File: config.mk
export PLATFORM = sky130hd
export DESIGN_NAME = fwd_hazard_ctrl_flat
export DESIGN_NICKNAME = d
export VERILOG_FILES = /design/src/rtl/fwd_hazard_ctrl_if.sv /design/src/rtl/fwd_hazard_ctrl.sv /design/src/flat_wrapper.sv
export SDC_FILE = /design/constraint.sdc
export NUM_CORES = 1
export LEC_CHECK = 0
export ABC_AREA = 1
export BUFFER_PORTS_ARGS = -buffer_cell sky130_fd_sc_hd__buf_2
export CELL_PAD_IN_SITES_DETAIL_PLACEMENT = 1
export CELL_PAD_IN_SITES_GLOBAL_PLACEMENT = 1
export CORE_MARGIN = 3
export CORE_UTILIZATION = 38
export CTS_CLUSTER_DIAMETER = 50
export DETAILED_ROUTE_END_ITERATION = 12
export PLACE_DENSITY = 0.8
export SETUP_SLACK_MARGIN = 0.2
export SLEW_MARGIN = 20
export SYNTH_ARGS = -nofsm -noshare
export SYNTH_HDL_FRONTEND = slang
export SYNTH_SLANG_ARGS = --single-unit
File: constraint.sdc
create_clock -name clk -period 1.95 [get_ports clk]
set_input_delay 0.2925 -clock clk [delete_from_list [all_inputs] [get_ports clk]]
set_output_delay 0.2925 -clock clk [all_outputs]
set_load 0.01 [all_outputs]
File: src/rtl/fwd_hazard_ctrl_if.sv
// Bundle between ID decode and the EX-stage forwarding/hazard control.
// master: ID-side driver (decode fields, hold, flush); receives stall and
//         the registered forwarding selects.
// slave:  fwd_hazard_ctrl side.
//   hold, flush, id_valid, id_rs1, id_rs2, id_uses_rs1, id_uses_rs2,
//   id_rd, id_regwrite, id_memread              : master -> slave
//   stall, fwd_sel_a, fwd_sel_b, ex_valid, stall_count : slave -> master
interface fwd_hazard_ctrl_if #(
  parameter int unsigned REG_AW = 5,
  parameter int unsigned CNT_W  = 16
);
  logic              hold;
  logic              flush;
  logic              id_valid;
  logic [REG_AW-1:0] id_rs1;
  logic [REG_AW-1:0] id_rs2;
  logic              id_uses_rs1;
  logic              id_uses_rs2;
  logic [REG_AW-1:0] id_rd;
  logic              id_regwrite;
  logic              id_memread;
  logic              stall;
  logic [1:0]        fwd_sel_a;
  logic [1:0]        fwd_sel_b;
  logic              ex_valid;
  logic [CNT_W-1:0]  stall_count;

  modport master (
    output hold, flush, id_valid, id_rs1, id_rs2, id_uses_rs1, id_uses_rs2,
           id_rd, id_regwrite, id_memread,
    input  stall, fwd_sel_a, fwd_sel_b, ex_valid, stall_count
  );

  modport slave (
    input  hold, flush, id_valid, id_rs1, id_rs2, id_uses_rs1, id_uses_rs2,
           id_rd, id_regwrite, id_memread,
    output stall, fwd_sel_a, fwd_sel_b, ex_valid, stall_count
  );
endinterface

File: src/rtl/fwd_hazard_ctrl.sv
// Control for the EX-stage 3:1 operand forwarding muxes of the 5-stage pipeline.
// Tracks destination registers of the instructions in EX and MEM, registers
// the rs1/rs2 mux selects into EX, and detects load-use hazards (one stall
// cycle plus an EX bubble).
// Ports:
//   clk   - rising-edge clock
//   reset - synchronous active-high reset
//   bus   - fwd_hazard_ctrl_if.slave: ID decode info, hold/flush in;
//           stall (combinational), fwd_sel_a/b, ex_valid, stall_count out
module fwd_hazard_ctrl #(
  parameter int unsigned REG_AW = 5,
  parameter int unsigned CNT_W  = 16
) (
  input  logic             clk,
  input  logic             reset,
  fwd_hazard_ctrl_if.slave bus
);

  typedef enum logic [1:0] {
    SEL_RF    = 2'b00,
    SEL_MEMWB = 2'b01,
    SEL_EXMEM = 2'b10
  } fwdSel_t;

  logic              exValid, exRegWrite, exMemRead;
  logic [REG_AW-1:0] exRd;
  logic              memValid, memRegWrite;
  logic [REG_AW-1:0] memRd;
  fwdSel_t           selA, selB;
  fwdSel_t           selANext, selBNext;
  logic [CNT_W-1:0]  stallCnt;
  logic              stall, bubble;
  logic              exFwdOk, memFwdOk;

  // A producer is forwardable only if it is real, writes, and targets non-x0.
  assign exFwdOk  = exValid  & exRegWrite  & (exRd  != '0);
  assign memFwdOk = memValid & memRegWrite & (memRd != '0);

  assign stall = bus.id_valid & ~bus.flush & exValid & exMemRead & (exRd != '0) &
                 ((bus.id_uses_rs1 & (bus.id_rs1 == exRd)) |
                  (bus.id_uses_rs2 & (bus.id_rs2 == exRd)));

  assign bubble = stall | bus.flush;

  // EX/MEM match checked first so the newest producer wins.
  always_comb begin
    selANext = SEL_RF;
    selBNext = SEL_RF;
    if (bus.id_uses_rs1 & exFwdOk & (bus.id_rs1 == exRd))
      selANext = SEL_EXMEM;
    else if (bus.id_uses_rs1 & memFwdOk & (bus.id_rs1 == memRd))
      selANext = SEL_MEMWB;
    if (bus.id_uses_rs2 & exFwdOk & (bus.id_rs2 == exRd))
      selBNext = SEL_EXMEM;
    else if (bus.id_uses_rs2 & memFwdOk & (bus.id_rs2 == memRd))
      selBNext = SEL_MEMWB;
  end

  always_ff @(posedge clk) begin
    if (reset) begin
      exValid     <= 1'b0;
      exRegWrite  <= 1'b0;
      exMemRead   <= 1'b0;
      exRd        <= '0;
      memValid    <= 1'b0;
      memRegWrite <= 1'b0;
      memRd       <= '0;
      selA        <= SEL_RF;
      selB        <= SEL_RF;
      stallCnt    <= '0;
    end else if (!bus.hold) begin
      memValid    <= exValid;
      memRegWrite <= exRegWrite;
      memRd       <= exRd;
      if (bubble) begin
        exValid    <= 1'b0;
        exRegWrite <= 1'b0;
        exMemRead  <= 1'b0;
        exRd       <= '0;
        selA       <= SEL_RF;
        selB       <= SEL_RF;
      end else begin
        exValid    <= bus.id_valid;
        exRegWrite <= bus.id_regwrite;
        exMemRead  <= bus.id_memread;
        exRd       <= bus.id_rd;
        selA       <= selANext;
        selB       <= selBNext;
      end
      if (stall && (stallCnt != '1))
        stallCnt <= stallCnt + CNT_W'(1);
    end
  end

  assign bus.stall       = stall;
  assign bus.fwd_sel_a   = selA;
  assign bus.fwd_sel_b   = selB;
  assign bus.ex_valid    = exValid;
  assign bus.stall_count = stallCnt;

endmodule
File: src/flat_wrapper.sv
// flat-port wrapper written by rule: the top's interface ports become plain ports
module fwd_hazard_ctrl_flat 
#(
  parameter int unsigned REG_AW = 5,
  parameter int unsigned CNT_W  = 16
)
  (clk, reset, bus_hold, bus_flush, bus_id_valid, bus_id_rs1, bus_id_rs2, bus_id_uses_rs1, bus_id_uses_rs2, bus_id_rd, bus_id_regwrite, bus_id_memread, bus_stall, bus_fwd_sel_a, bus_fwd_sel_b, bus_ex_valid, bus_stall_count);
  fwd_hazard_ctrl_if #(.REG_AW(REG_AW), .CNT_W(CNT_W)) bus_i ();
  input  logic clk;
  input  logic reset;
  input wire logic [$bits(bus_i.hold)-1:0] bus_hold;
  input wire logic [$bits(bus_i.flush)-1:0] bus_flush;
  input wire logic [$bits(bus_i.id_valid)-1:0] bus_id_valid;
  input wire logic [$bits(bus_i.id_rs1)-1:0] bus_id_rs1;
  input wire logic [$bits(bus_i.id_rs2)-1:0] bus_id_rs2;
  input wire logic [$bits(bus_i.id_uses_rs1)-1:0] bus_id_uses_rs1;
  input wire logic [$bits(bus_i.id_uses_rs2)-1:0] bus_id_uses_rs2;
  input wire logic [$bits(bus_i.id_rd)-1:0] bus_id_rd;
  input wire logic [$bits(bus_i.id_regwrite)-1:0] bus_id_regwrite;
  input wire logic [$bits(bus_i.id_memread)-1:0] bus_id_memread;
  output wire logic [$bits(bus_i.stall)-1:0] bus_stall;
  output wire logic [$bits(bus_i.fwd_sel_a)-1:0] bus_fwd_sel_a;
  output wire logic [$bits(bus_i.fwd_sel_b)-1:0] bus_fwd_sel_b;
  output wire logic [$bits(bus_i.ex_valid)-1:0] bus_ex_valid;
  output wire logic [$bits(bus_i.stall_count)-1:0] bus_stall_count;
  assign bus_i.hold = bus_hold;
  assign bus_i.flush = bus_flush;
  assign bus_i.id_valid = bus_id_valid;
  assign bus_i.id_rs1 = bus_id_rs1;
  assign bus_i.id_rs2 = bus_id_rs2;
  assign bus_i.id_uses_rs1 = bus_id_uses_rs1;
  assign bus_i.id_uses_rs2 = bus_id_uses_rs2;
  assign bus_i.id_rd = bus_id_rd;
  assign bus_i.id_regwrite = bus_id_regwrite;
  assign bus_i.id_memread = bus_id_memread;
  assign bus_stall = bus_i.stall;
  assign bus_fwd_sel_a = bus_i.fwd_sel_a;
  assign bus_fwd_sel_b = bus_i.fwd_sel_b;
  assign bus_ex_valid = bus_i.ex_valid;
  assign bus_stall_count = bus_i.stall_count;
  fwd_hazard_ctrl #(.REG_AW(REG_AW), .CNT_W(CNT_W)) u_core (.clk(clk), .reset(reset), .bus(bus_i));
endmodule
==> results of run 1 <==
synth_stat cells, drive strengths merged:
library cell / count
nand3b: 1
nand3: 17
o21bai: 1
dfxtp: 35
nor2: 60
o21ai: 9
clkbuf: 6
xor2: 9
nand2: 93
nor3: 6
a21oi: 25
buf: 6
o211ai: 4
nand4: 16
nor4: 1
inv: 39
ha: 1
layout make-up:
type                            count  area (µm²)
Clock buffer                        6        82.6
Clock inverter                      1        5.00
Fill cell                         715        2480
Inverter                           39         151
Multi-Input combinational cell    246        1340
Sequential cell                    35         724
Tap cell                           70        87.6
Timing Repair Buffer               70         423
state kept, by name, summed over array words and instances (netlist names):
signal,count
u_core.memValid,1
u_core.memRegWrite,1
u_core.bus.fwd_sel_b,2
u_core.bus.stall_count,16
u_core.bus.ex_valid,1
u_core.exMemRead,1
u_core.memRd,5
u_core.exRd,5
u_core.bus.fwd_sel_a,2
u_core.exRegWrite,1
cells in the final DEF (no fill, tap or decap), drive strengths merged:
master	instances
clkbuf	6
o211ai	4
o21bai	1
nor2	61
xor2	9
nand2	93
nand3b	1
inv	39
o21ai	9
dfxtp	35
clkinv	1
ha	1
buf	70
nor3	6
nand4	18
nor4	1
nand3	17
a21oi	25
where the power goes:
group / internal [W] / switching (W) / total [W]
registers: 0.000724 / 0.0000174 / 0.000742
clock network: 0.000278 / 0.000290 / 0.000568
logic: 0.0000691 / 0.000119 / 0.000188
critical path, cell delays in order (launching register included):
cell,delay (ns)
sky130_fd_sc_hd__dfxtp_4,0.38
sky130_fd_sc_hd__inv_2,0.05
sky130_fd_sc_hd__nand2_1,0.07
sky130_fd_sc_hd__nand2_1,0.06
sky130_fd_sc_hd__nor2_1,0.14
sky130_fd_sc_hd__nand3_2,0.13
sky130_fd_sc_hd__nand2_4,0.10
sky130_fd_sc_hd__nand2_4,0.05
sky130_fd_sc_hd__buf_6,0.12
sky130_fd_sc_hd__inv_4,0.04
sky130_fd_sc_hd__buf_6,0.09
cell families after synthesis:
logic type / share of synthesized area (%)
AOI/OAI and AO/OA: 10.3
xor gates and xnor gates: 3.64
adders and majority gates: 0.578
buffers and inverters: 10.2
DFF: 32.4
and+or+nand+nor: 42.9
per-stage QoR:
step,hold WS [ns],std cells,utilization [%]
after global routing,0.283,467,53.1
after detailed placement,0.455,439,46.3
after global placement,0.454,439,46.3
after CTS,0.267,454,50.0
final,0.267,467,53.1
after floorplan,0.362,329,-
path summary, 6_finish.rpt:
check,startpoint,end
worst min-delay path,bus_id_rd[4],u_core.exRd[4]
worst max register to register,u_core.exRd[1],u_core.bus.stall_count[6]
worst min register to register,u_core.bus.fwd_sel_a[1],u_core.bus.fwd_sel_a[1]
worst max-delay path,u_core.exRd[1],bus_stall
repair_timing:
item,CTS,global route
gates resized for setup,13,23
pin swaps,6,14
gates cloned,2,1
setup buffers,6,12
endpoints found under the setup margin,17,17
layer usage:
layer,up-vias,wire length [µm]
met3,19,467
met4,0,191
met1,1226,3350
met5,-,0
li1,1199,-
met2,87,4000
==> summary.md, run 1 <==
| Metric | Value |
|---|---|
| Outcome | complete, no violations |
| Library cell occupying the most area in the post-synthesis netlist | sky130_fd_sc_hd__dfxtp_1 |
| Final WS setup | 0.121 ns |
| Per-cell routed wire length | 17.1 µm |
| Total power density per cell area | 531 nW/µm² |
| Max-cap check violation count | 0 |
| Warnings from Yosys | 0 |
| Number of endpoints failing setup at the final stage | 0 |
| Number of nets with antenna violations after routing | 0 |
| Setup_tns | 0 ns |
| Cell types occupying the most area after synthesis | sky130_fd_sc_hd__dfxtp_1, sky130_fd_sc_hd__nand2_1, sky130_fd_sc_hd__nor2_1 |
| Area of the mapped netlist | 2160 µm² |
| Global-route track usage on met3 | 4.17% |
| Post-place instance area | 2460 µm² |
| Total CTS buffers | 5 |
| Clock Latency Late Sink | 0.30 ns |
| First-pass GRT wire length | 11.6 mm |
| Final Critical Period | 1.83 ns |
| Final Hold Violating Endpoints | 0 |
| Final #Nets | 422 |
| Core area | 5300 µm² |
| Horizontal extent of the die | 81.5 µm |
| Max Buffers Root-to-Sink | 2 |
| Final wirelength | 8.01 mm |
| Die height | 81.5 µm |
| Final number of max-transition violations | 0 |
| Yosys reg bits | 35 |
| Fraction of layout instances using a drive strength above 1 | 32.7% |
| Static leakage | 1.39 nW |
| Final Cell Area | 2820 µm² |
| Largest net degree at the start of global routing | 23 |
| Most heavily used metal layer in global routing | met2 |
| Area grow syn2layout | 30.2% |
| Min-Delay Path Depth | 3 |
| # port buffers | 45 |
| Number of sinks handled by clock tree synthesis | 35 |
| Critical Path Fanout Max | 5 |
| CTS H-tree lvls | 2 |
| Required time worst endpoint | 1.66 ns |
| GP Congestion | 0.950 |
| Mean post-synth cell area | 6.58 µm² |
| Number of vias in the routed layout | 2531 |
| Total congestion overflow | 0 |
| Global-route track usage on met2 | 38.0% |
| Cell row count | 26 |
| Unrepaired setup endpoints after global routing | yes |
| Number of antenna violations at the first check in global routing | 0 |
| Vias/cell | 5.42 |
| Antenna Cells | 0 |
| Initial core utilization | 40.8% |
| Vias in the first global route | 2413 |
| Worst-case setup slack after placement | 0.0948 ns |
| Initial detailed-routing violation count | 152 |
| Register area share after synthesis | 32.4% |
| Start-to-end type of the worst setup path | flip-flop to primary output |
| Reg2Reg Setup Slack | 0.18 ns |
| Fraction of synthesized cell area taken by the top area cell type | 32.4% |
| GR met1 Demand/Resource | 28.9% |
| Residual DRC | 0 |
| Gate count after technology mapping | 329 |
| Syn nets | 354 |
| GRT Overall Usage | 22.5% |
| Worst slew margin | 61.5% |
| Unique cell type count in the Yosys netlist | 29 |
| Worst r2r path cells | 12 |
| DP HPWL | 4.84 mm |
| Overall power | 0.00150 W |
| Total iterations of the first detailed-routing run | 4 |
| Top-Level Pins | 46 |
| Critical Path End Type | primary output |
| CTS tree | built |
| Worst-margin pin slew | 0.577 ns |
| Setup clock skew after layout | 0.00997 ns |
| Final clock period utilization by the worst path | 93.8% |
| CTS Hold Bufs | 0 |
| CP arrival | 1.54 ns |
| Startpoint kind of the worst setup timing path | flip-flop |
| Maximum operating frequency | 0.547 GHz |
| IR Drop Worst-Case VDD | 327 µV |
| Classification of the worst-slack hold path | input pin to flip-flop |
| Die area | 6640 µm² |
| Clock Pin Slew Worst Setup and Hold Paths | 0.08 ns |
| Root Buffer | sky130_fd_sc_hd__clkbuf_8 |
Power figures use the tool's default switching activity.
==> run 2: changes to the inputs <==
- clock period: 1.95 -> 1.7 ns (I/O delays scaled with it)
==> summary.md, run 2 (synthesis results as in run 1) <==
| Metric | Value |
|---|---|
| Outcome | finished, violations left |
| Violated checks | setup timing |
| Highest-delay cell along the critical path | sky130_fd_sc_hd__dfxtp_4 |
| Most heavily used metal layer in global routing | met2 |
| GR met1 Demand/Resource | 34.8% (+5.9 points) |
| CP arrival | 1.98 ns (+0.44 ns) |
| Total CTS buffers | 5 (unchanged) |
| Antenna Cells | 0 (unchanged) |
| CP Buf/Inv Count | 2 (-2) |
| Vias/cell | 5.66 (+4.4%) |
| Required time worst endpoint | 1.88 ns (+0.22 ns) |
| Area grow syn2layout | 44.0% |
| Worst path top cell family by delay | simple AND/OR/NAND/NOR gates |
| Worst-case setup slack after placement | 0.00770 ns (-0.0871 ns) |
| CTS tree | built |
| Worst slew margin | 62.8% (+1.4 points) |
| Critical Path Fanout Max | 4 (-1) |
| Total power density per cell area | 553 nW/µm² (+4.1%) |
| Number of nets with antenna violations after routing | 0 (unchanged) |
| First-pass GRT wire length | 13.7 mm (+18%) |
| Initial core utilization | 40.8% (unchanged) |
| Commonest non-fill, non-tap cell in the layout | sky130_fd_sc_hd__nand2_1 |
| Final wirelength | 10.4 mm (+30%) |
| GRT Overall Usage | 27.3% (+4.9 points) |
| Start-to-end type of the worst setup path | flip-flop to flip-flop |
| Non-filler instance count after layout | 479 (+2.6%) |
| Root Buffer | sky130_fd_sc_hd__clkbuf_8 |
| Final Critical Period | 1.81 ns |
| Vias in the first global route | 2625 (+8.8%) |
| Post-place instance area | 2530 µm² (+3.2%) |
| Overall power | 0.00172 W (+15%) |
| Cells along the critical path | buf_4 -> nand3_2 -> inv_1 -> nand4_1 -> nor3_2 -> nand3_1 -> nand2_1 -> nor2_1 |
| Core area | 5300 µm² (unchanged) |
| Final Hold Violating Endpoints | 0 (unchanged) |
| Classification of the worst-slack hold path | input pin to flip-flop |
| Number of vias in the routed layout | 2709 (+7.0%) |
| Final clock period utilization by the worst path | 106% |
| Total congestion overflow | 0 (unchanged) |
| Fill cell instance count of the final layout | 704 (-1.5%) |
| Final #Nets | 433 (+2.6%) |
| Residual DRC | 0 (unchanged) |
| Per-cell routed wire length | 21.7 µm (+27%) |
| Clock Pin Slew Worst Setup and Hold Paths | 0.08 ns (about the same) |
| Initial detailed-routing violation count | 214 (+41%) |
| DP HPWL | 5.21 mm (+7.6%) |
| Biggest cell delay along the critical path | 0.37 ns (about the same) |
| Global-route track usage on met3 | 4.06% (-0.11 points) |
| Final number of max-transition violations | 0 (unchanged) |
| Startpoint kind of the worst setup timing path | flip-flop |
| Commonest cells after routing, fill and taps aside | sky130_fd_sc_hd__nand2_1, sky130_fd_sc_hd__nor2_1, sky130_fd_sc_hd__buf_2 |
| Flip-flop count of the largest register after layout | 16 (unchanged) |
| Global-route track usage on met2 | 47.1% (+9.0 points) |
| Setup clock skew after layout | 0.00830 ns (-0.00167 ns) |
| GP Congestion | 0.845 (-11%) |
| Cell row count | 26 (unchanged) |
| Static leakage | 1.50 nW (+8.1%) |
| Number of sinks handled by clock tree synthesis | 35 (unchanged) |
| Unrepaired setup endpoints after global routing | yes |
| CTS H-tree lvls | 2 (unchanged) |
| Critical Path End Type | flip-flop |
| Final design utilization | 58.8% (+5.7 points) |
| IR Drop Worst-Case VDD | 528 µV (+62%) |
| Die height | 81.5 µm (unchanged) |
| # port buffers | 45 (unchanged) |
| Clock Latency Late Sink | 0.29 ns (about the same) |
| Die area | 6640 µm² (unchanged) |
| Fraction of layout instances using a drive strength above 1 | 41.3% (+8.6 points) |
| Number of antenna violations at the first check in global routing | 0 (unchanged) |
| Horizontal extent of the die | 81.5 µm (unchanged) |
| Worst-margin pin slew | 0.553 ns (-0.0247 ns) |
| Final WS setup | -0.106 ns (-0.226 ns) |
| Maximum operating frequency | 0.554 GHz |
| Max-cap check violation count | 0 (unchanged) |
| Max Buffers Root-to-Sink | 2 (unchanged) |
| Total iterations of the first detailed-routing run | 6 (+2) |
| Largest net degree at the start of global routing | 23 (unchanged) |
| Final Cell Area | 3120 µm² (+11%) |
| Number of endpoints failing setup at the final stage | 14 (+14) |
| Top-Level Pins | 46 (unchanged) |
| DP Cell Count | 444 (+1.1%) |
-- run 2: cell types whose count changed in the layout (fill, tap and decap cells not counted), moves of 4 or more --
cell                      previous run  this run
sky130_fd_sc_hd__nor2_1             49        44
sky130_fd_sc_hd__buf_6               2         9
sky130_fd_sc_hd__a21oi_1            21        16
sky130_fd_sc_hd__nand2_4             3         7
sky130_fd_sc_hd__nand2_1            83        78
sky130_fd_sc_hd__nand3_1            12         8
-- run 2: metrics by stage --
| step | hold WS, ns | TNS, ns |
|---|---|---|
| 2_1_floorplan | 0.324 | 0 |
| 3_3_place_gp | 0.454 | 0 |
| 3_5_place_dp | 0.459 | 0 |
| 4_1_cts | 0.222 | 0 |
| 5_1_grt | 0.245 | -1.62 |
| 6_report | 0.230 | -0.530 |
-- run 2: where the power goes --
group	switching [W]	internal (W)	leakage, nW	total [W]
combinational	0.000161	0.0000822	1.17	0.000243
sequential	0.0000241	0.000827	0.292	0.000851
clock	0.000344	0.000286	0.0402	0.000630
total	0.000529	0.00120	1.50	0.00172
-- run 2: metal layers --
metal	vias up	part of all wire [%]	wire length [µm]
li1	1212	-	-
met1	1284	40	4180
met2	151	47	4910
met3	62	6.6	687
met4	0	6.0	619
met5	-	0	0
-- run 2: final timing paths --
kind,end,cells past startpoint,slack (ns),from
setup / recovery,u_core.bus.stall_count[15],8,-0.11,u_core.bus.stall_count[0]
hold / removal,u_core.exMemRead,3,0.23,bus_id_memread
setup reg to reg,u_core.bus.stall_count[15],8,-0.11,u_core.bus.stall_count[0]
hold reg to reg,u_core.exMemRead,2,0.48,u_core.exMemRead
-- run 2: repair_timing --
item | 4_1_cts | 5_1_grt
setup buffers | 15 | 9
pin swaps | 15 | 20
hold endpoints to repair | 0 | 0
gates cloned | 3 | 0
resized for setup | 36 | 41
hold buffers | 0 | 0
endpoints found under the setup margin | 19 | 29
-- run 2: area by class of cell --
cell class | instances | area (µm²) | share of cell area, %
Inverter | 39 | 156 | 5.02
Clock inverter | 3 | 20.0 | 0.642
Multi-Input combinational cell | 245 | 1480 | 47.6
Clock buffer | 5 | 68.8 | 2.21
Tap cell | 70 | 87.6 | 2.81
Sequential cell | 35 | 733 | 23.5
Timing Repair Buffer | 82 | 569 | 18.3
-- run 2: worst reg2reg max path, delay by kind of cell (launching register included) --
family | cells | cell delay, ns
buffers and inverters | 2 | 0.27
flip-flops | 1 | 0.37
AND/OR/NAND/NOR | 6 | 1.06
